## src/rtl/seq_alu_pkg.sv

```systemverilog
// Shared types and helpers for the sequential ALU: opcode/state encodings
// and the number of EXEC edges each operation occupies.
package seq_alu_pkg;

    typedef enum logic [1:0] {
        OP_ADD = 2'd0,
        OP_SUB = 2'd1,
        OP_MUL = 2'd2,
        OP_DIV = 2'd3
    } op_e;

    typedef enum logic [1:0] {
        ST_IDLE = 2'd0,
        ST_EXEC = 2'd1,
        ST_DONE = 2'd2,
        ST_RSVD = 2'd3
    } state_e;

    // Divide by zero skips the iterations and finishes in a single edge.
    function automatic int unsigned iter_count(input op_e op, input logic b_zero,
                                               input int unsigned width);
        int unsigned n;
        n = 1;
        case (op)
            OP_MUL:  n = width;
            OP_DIV:  n = b_zero ? 1 : width;
            default: n = 1;
        endcase
        return n;
    endfunction

endpackage

```

## src/rtl/seq_alu_dp.sv

```systemverilog
// One-step iterative datapath: operand latches, shift-add multiplier and
// restoring divider partials; result_o is the value after the current step.
module seq_alu_dp
    import seq_alu_pkg::*;
#(
    parameter int unsigned WIDTH = 8
) (
    input  logic               clk_i,
    input  logic               rst_i,
    input  logic               load_i,
    input  logic               step_i,
    input  op_e                op_i,
    input  logic [WIDTH-1:0]   a_i,
    input  logic [WIDTH-1:0]   b_i,
    output op_e                op_o,
    output logic               div_zero_o,
    output logic [2*WIDTH-1:0] result_o
);

    op_e                op_q;
    logic [WIDTH-1:0]   a_q;
    logic [WIDTH-1:0]   b_q;
    logic [2*WIDTH-1:0] acc_q;
    logic [2*WIDTH-1:0] acc_d;
    logic [2*WIDTH-1:0] mcand_q;
    logic [WIDTH-1:0]   mplier_q;
    logic [WIDTH-1:0]   rem_q;
    logic [WIDTH-1:0]   rem_d;
    logic [WIDTH-1:0]   quo_q;
    logic [WIDTH-1:0]   quo_d;

    logic [WIDTH:0]     add_ext;
    logic [WIDTH:0]     sub_ext;
    logic [WIDTH:0]     shifted;
    logic [WIDTH:0]     trial;

    always_ff @(posedge clk_i) begin
        if (rst_i) begin
            op_q     <= OP_ADD;
            a_q      <= '0;
            b_q      <= '0;
            acc_q    <= '0;
            mcand_q  <= '0;
            mplier_q <= '0;
            rem_q    <= '0;
            quo_q    <= '0;
        end else if (load_i) begin
            op_q     <= op_i;
            a_q      <= a_i;
            b_q      <= b_i;
            acc_q    <= '0;
            mcand_q  <= {{WIDTH{1'b0}}, a_i};
            mplier_q <= b_i;
            rem_q    <= '0;
            quo_q    <= a_i;
        end else if (step_i) begin
            acc_q    <= acc_d;
            mcand_q  <= mcand_q << 1;
            mplier_q <= mplier_q >> 1;
            rem_q    <= rem_d;
            quo_q    <= quo_d;
        end
    end

    always_comb begin
        add_ext = {1'b0, a_q} + {1'b0, b_q};
        sub_ext = {1'b0, a_q} - {1'b0, b_q};

        acc_d = mplier_q[0] ? (acc_q + mcand_q) : acc_q;

        // Bring the next dividend bit into the remainder; keep the trial
        // difference only when it did not go negative.
        shifted = {rem_q, quo_q[WIDTH-1]};
        trial   = shifted - {1'b0, b_q};
        rem_d   = trial[WIDTH] ? shifted[WIDTH-1:0] : trial[WIDTH-1:0];
        quo_d   = {quo_q[WIDTH-2:0], ~trial[WIDTH]};
    end

    always_comb begin
        result_o = '0;
        case (op_q)
            OP_ADD:  result_o = {{(WIDTH-1){1'b0}}, add_ext};
            OP_SUB:  result_o = {{(WIDTH-1){1'b0}}, sub_ext};
            OP_MUL:  result_o = acc_d;
            OP_DIV:  result_o = div_zero_o ? {a_q, {WIDTH{1'b1}}} : {rem_d, quo_d};
            default: result_o = '0;
        endcase
    end

    assign op_o       = op_q;
    assign div_zero_o = (b_q == '0);

endmodule

```

## src/rtl/seq_alu_core.sv

```systemverilog
// Sequential ALU controller: IDLE/EXEC/DONE FSM, iteration counter and the
// architectural result/err registers around the iterative datapath.
module seq_alu_core
    import seq_alu_pkg::*;
#(
    parameter int unsigned WIDTH = 8
) (
    input  logic               clk,
    input  logic               rst,
    input  logic               en,
    input  logic [1:0]         opcode,
    input  logic [WIDTH-1:0]   a,
    input  logic [WIDTH-1:0]   b,
    output logic [2*WIDTH-1:0] result,
    output logic               busy,
    output logic               done,
    output logic               err,
    output logic [1:0]         cstate
);

    localparam int unsigned CW = $clog2(WIDTH + 1);

    state_e             state_q;
    state_e             state_d;
    logic [CW-1:0]      cnt_q;
    logic [CW-1:0]      cnt_d;
    logic [2*WIDTH-1:0] result_q;
    logic [2*WIDTH-1:0] result_d;
    logic               err_q;
    logic               err_d;

    logic               load;
    logic               step;
    op_e                dp_op;
    logic               dp_div_zero;
    logic [2*WIDTH-1:0] dp_result;
    logic [CW-1:0]      last_cnt;

    seq_alu_dp #(
        .WIDTH(WIDTH)
    ) u_dp (
        .clk_i      (clk),
        .rst_i      (rst),
        .load_i     (load),
        .step_i     (step),
        .op_i       (op_e'(opcode)),
        .a_i        (a),
        .b_i        (b),
        .op_o       (dp_op),
        .div_zero_o (dp_div_zero),
        .result_o   (dp_result)
    );

    assign last_cnt = CW'(iter_count(dp_op, dp_div_zero, WIDTH) - 1);

    always_ff @(posedge clk) begin
        if (rst) begin
            state_q  <= ST_IDLE;
            cnt_q    <= '0;
            result_q <= '0;
            err_q    <= 1'b0;
        end else begin
            state_q  <= state_d;
            cnt_q    <= cnt_d;
            result_q <= result_d;
            err_q    <= err_d;
        end
    end

    always_comb begin
        state_d  = state_q;
        cnt_d    = cnt_q;
        result_d = result_q;
        err_d    = err_q;
        load     = 1'b0;
        step     = 1'b0;
        case (state_q)
            ST_IDLE, ST_DONE: begin
                if (en) begin
                    load    = 1'b1;
                    err_d   = 1'b0;
                    cnt_d   = '0;
                    state_d = ST_EXEC;
                end else begin
                    state_d = ST_IDLE;
                end
            end
            ST_EXEC: begin
                step = 1'b1;
                // The final step's datapath output is committed directly,
                // so result never exposes a partial value.
                if (cnt_q == last_cnt) begin
                    cnt_d    = '0;
                    result_d = dp_result;
                    err_d    = (dp_op == OP_DIV) && dp_div_zero;
                    state_d  = ST_DONE;
                end else begin
                    cnt_d = cnt_q + CW'(1);
                end
            end
            default: state_d = ST_IDLE;
        endcase
    end

    assign result = result_q;
    assign err    = err_q;
    assign busy   = (state_q == ST_EXEC);
    assign done   = (state_q == ST_DONE);
    assign cstate = state_q;

endmodule

```

## config.mk

```make
export PLATFORM = sky130hd
export DESIGN_NAME = seq_alu_core
export DESIGN_NICKNAME = d
export VERILOG_FILES = /design/src/rtl/seq_alu_pkg.sv /design/src/rtl/seq_alu_dp.sv /design/src/rtl/seq_alu_core.sv
export SDC_FILE = /design/constraint.sdc
export NUM_CORES = 1
export LEC_CHECK = 0
export CORE_ASPECT_RATIO = 1.75
export CORE_MARGIN = 2
export CORE_UTILIZATION = 55
export CTS_BUF_LIST = sky130_fd_sc_hd__clkbuf_4 sky130_fd_sc_hd__clkbuf_8 sky130_fd_sc_hd__clkbuf_16
export DETAILED_ROUTE_END_ITERATION = 10
export DONT_BUFFER_PORTS = 1
export GPL_TIMING_DRIVEN = 0
export HOLD_SLACK_MARGIN = 0.03
export PLACE_DENSITY = 0.7
export RECOVER_POWER = 50
export SYNTH_ARGS = -nofsm -noshare
export SYNTH_HDL_FRONTEND = slang
export SYNTH_SLANG_ARGS = --single-unit
```

## constraint.sdc

```tcl
create_clock -name clk -period 2.62 [get_ports clk]
set_input_delay 0.393 -clock clk [delete_from_list [all_inputs] [get_ports clk]]
set_output_delay 0.393 -clock clk [all_outputs]
set_load 0.02 [all_outputs]
```

==> flow_summary.yaml <==
clock_network:
  htreeDepth: 3
  cts_root_buf: "clkbuf_16"
  hold_buffers: 0
  cts.clk_slew.worst_paths_ns: 0.07
  cts-buffers-inserted: 9
  cts.sinks: 97
  clockBufferDepth: 2
  cts_tree: "built"
  clock_latency_ns: 0.35
die:
  die_w_um: 80.1
  die_h_um: 137
  rows: 48
  fp.dieArea_um2: 11000
  ioPinCount: 42
  start_util: 0.566
  core_um2: 9850
logic_synthesis:
  synth-edff-count: 0
  synth_largest_area_cell: "dfxtp_1"
  netlist-cell-type-count: 61
  yosysTopAreaCellShare: 0.349
  synth_ff_type: "dfxtp_1"
  ys_seq_area_frac: 0.349
  synth_seq_cells: 97
  syn_nets: 774
  ys_top_cells_by_count: "140 x nand2_1, 97 x dfxtp_1, 70 x a21oi_1, 70 x nor2_1, 34 x ha_1"
  yosys-top-cells-area: "dfxtp_1 35%, nand2_1 9.4%, ha_1 7.6%"
  synth_warnings: 0
  syn_area_per_cell_um2: 7.78
  synthArstFlopShare: 0
  netlist_area_um2: 5570
  synth_cells: 716
  synth_most_common_cell: "nand2_1"
run:
  max-cap-violations: 0
worst_setup_path:
  crit_family: "compound AO/OA/AOI/OAI gates"
  crit_required_ns: 2.84
  path_cells: "ha_2 -> inv_2 -> fa_2 -> a21o_1 -> a22oi_2 -> a21oi_2 -> xnor2_2 -> buf_4 -> mux2_4 -> a221oi_4 -> nor3_2"
  crit_buf_inv: 2
  crit_path_top_delay_cell: "dfxtp_4"
  worstSetupPathType: "register to register"
  arrival_ns: 2.94
  cp-start-kind: "register"
  max_stage_delay_ns: 0.40
  cp_max_fo: 5
  critPathCaptureType: "register"
layout:
  drive_above_1_share: 0.154
  fin_util: 0.664
  areaGrowthSynthToFinish_pct: 17.3
  multi_input_area_um2: 3660
  n_antenna_cell: 0
  fin_area_um2: 6540
  fillers: 844
  seq_area_um2: 1960
  instances_no_fill: 876
  final_nets: 805
grt:
  antenna_found_initial: 0
  gr-total-overflow: 0
  grt_util_all_layers: 0.331
  first_global_vias: 5328
  grt_max_degree: 17
  grt_pass1_wl_um: 27200
placement:
  hpwl_um: 13200
  portBuffers: 0
  dpl_cell_area_um2: 5750
  gp_congestion: 0.975
  post-place-cells: 841
  place_ws_ns: -0.468
pwr:
  ir_worst_vdd_v: 0.000438
  p_leak_nw: 2.42
  pwr-share-clk: 0.327
  p_seq_frac: 0.409
  p_total_mw: 4.09
  p_switching_mw: 1.33
  combPwrFrac: 0.264
  intPower_mw: 2.75
  cellPowerDensity_nw_per_um2: 625
  p_sw_frac: 0.326
detailed_routing:
  drc: 0
  routed_wl_um: 18000
  vias: 5541
  wire_per_inst_um: 20.5
  drt_first_pass_iters: 5
  via_per_inst: 6.33
  final_antenna_net_count: 0
  drt_iter0_markers: 327
timing:
  fin_worst_skew_ns: 0.00881
  final.hold.worst_slack_ns: 0.165
  relSlewSlack: 0.472
  rsz0062_at_grt: "true"
  setup_slack_ns: -0.107
  fin_tns_setup_ns: -0.439
  setup_viol: 8
  slew_violations: 0
  hold_viol_final: 0
  period_share: 1.04
  period_needed_ns: 2.73
  max_clock_freq_ghz: 0.367
  worst_pin_slew_ns: 0.789
run_status:
  outcome: "complete, but fails checks"
  violations: "setup timing"
hold_path:
  worst_hold_path_type: "input pin to register"
-- layer usage --
metal | up-vias | track usage | share of wire
met4 | 0 | 0.174 | 0.052
met1 | 2613 | 0.363 | 0.36
met2 | 254 | 0.593 | 0.52
met3 | 69 | 0.0594 | 0.068
met5 | - | 0 | 0
li1 | 2605 | - | -
-- power groups by stage --
| stage | registers (mW) | logic, mW | clock network, mW |
|---|---|---|---|
| final | 1.67 | 1.08 | 1.34 |
| after global routing | 1.68 | 1.15 | 1.39 |
| after CTS | 1.67 | 0.926 | 1.33 |
| after detailed placement | 1.70 | 0.851 | 0 |
| after global placement | 1.69 | 0.833 | 0 |
| after floorplan | 1.67 | 0.641 | 0 |
-- worst register-to-register path: cells and delay by family, from the launching register on --
| kind | cells | cell delay, ns |
|---|---|---|
| fa+ha+maj | 2 | 0.55 |
| mux | 1 | 0.33 |
| buf+inv | 2 | 0.23 |
| compound gates | 4 | 0.78 |
| flops | 1 | 0.40 |
| xor+xnor | 1 | 0.25 |
| simple gates | 1 | 0.07 |
-- sequential cells by signal (all words and copies together), names as in the netlist --
signal	cells
u_dp.b_q	8
u_dp.quo_q	8
u_dp.op_o	2
cnt_q	4
u_dp.mplier_q	8
cstate	2
err	1
u_dp.mcand_q	16
u_dp.acc_q	16
u_dp.a_q	8
result	16
u_dp.rem_q	8
-- layout by cell type, fill, tap and decap left out, types with 5 or more instances in the layout --
cell type,Yosys,routed
mux2_2,8,5
a211oi_1,20,15
a21oi_1,70,67
buf_4,0,21
a21o_1,8,8
xnor2_1,18,17
ha_1,34,27
xor2_1,11,11
clkbuf_16,0,9
nor2b_1,8,7
nand3_1,7,7
inv_1,28,22
o21ai_0,29,25
nand2_1,140,140
a31oi_1,28,26
nor2_1,70,68
o211ai_1,5,5
clkbuf_1,31,26
nor3_1,13,12
dfxtp_1,97,90
-- cell type report --
type / instances / share of cell area
repair buffers: 22 / 0.0258
multi-input cells: 552 / 0.560
plain buffers: 37 / 0.0272
flip-flops and latches: 97 / 0.300
inverters: 28 / 0.0178
clock buffers: 9 / 0.0345
clock inverters: 6 / 0.0103
well taps: 125 / 0.0239
-- timing repair --
action                     in CTS  in global routing
gates cloned                    0                  0
hold endpoints to repair        0                  0
buffers inserted                6                 16
setup endpoints to repair      37                 23
pin swaps                       7                 25
resized for setup              35                 60
-- worst paths after layout --
path	slack, ns	to	from	depth (start not counted)
worst max register to register	-0.11	result[9]	u_dp.b_q[0]	11
worst max-delay path	-0.11	result[9]	u_dp.b_q[0]	11
worst min-delay path	0.16	u_dp.op_o[1]	opcode[1]	2
worst min register to register	0.47	u_dp.mplier_q[7]	u_dp.mplier_q[7]	2
-- cells by family after synthesis --
group                      count (synthesis)  share of synthesized area
AOI/OAI and AO/OA                        206                      0.241
xor gates and xnor gates                  29                     0.0456
adders and majority gates                 37                     0.0871
buffers and inverters                     67                     0.0469
DFF                                       97                      0.349
muxes                                     14                     0.0269
and+or+nand+nor                          266                      0.204
(Power assumes the default switching activity.)
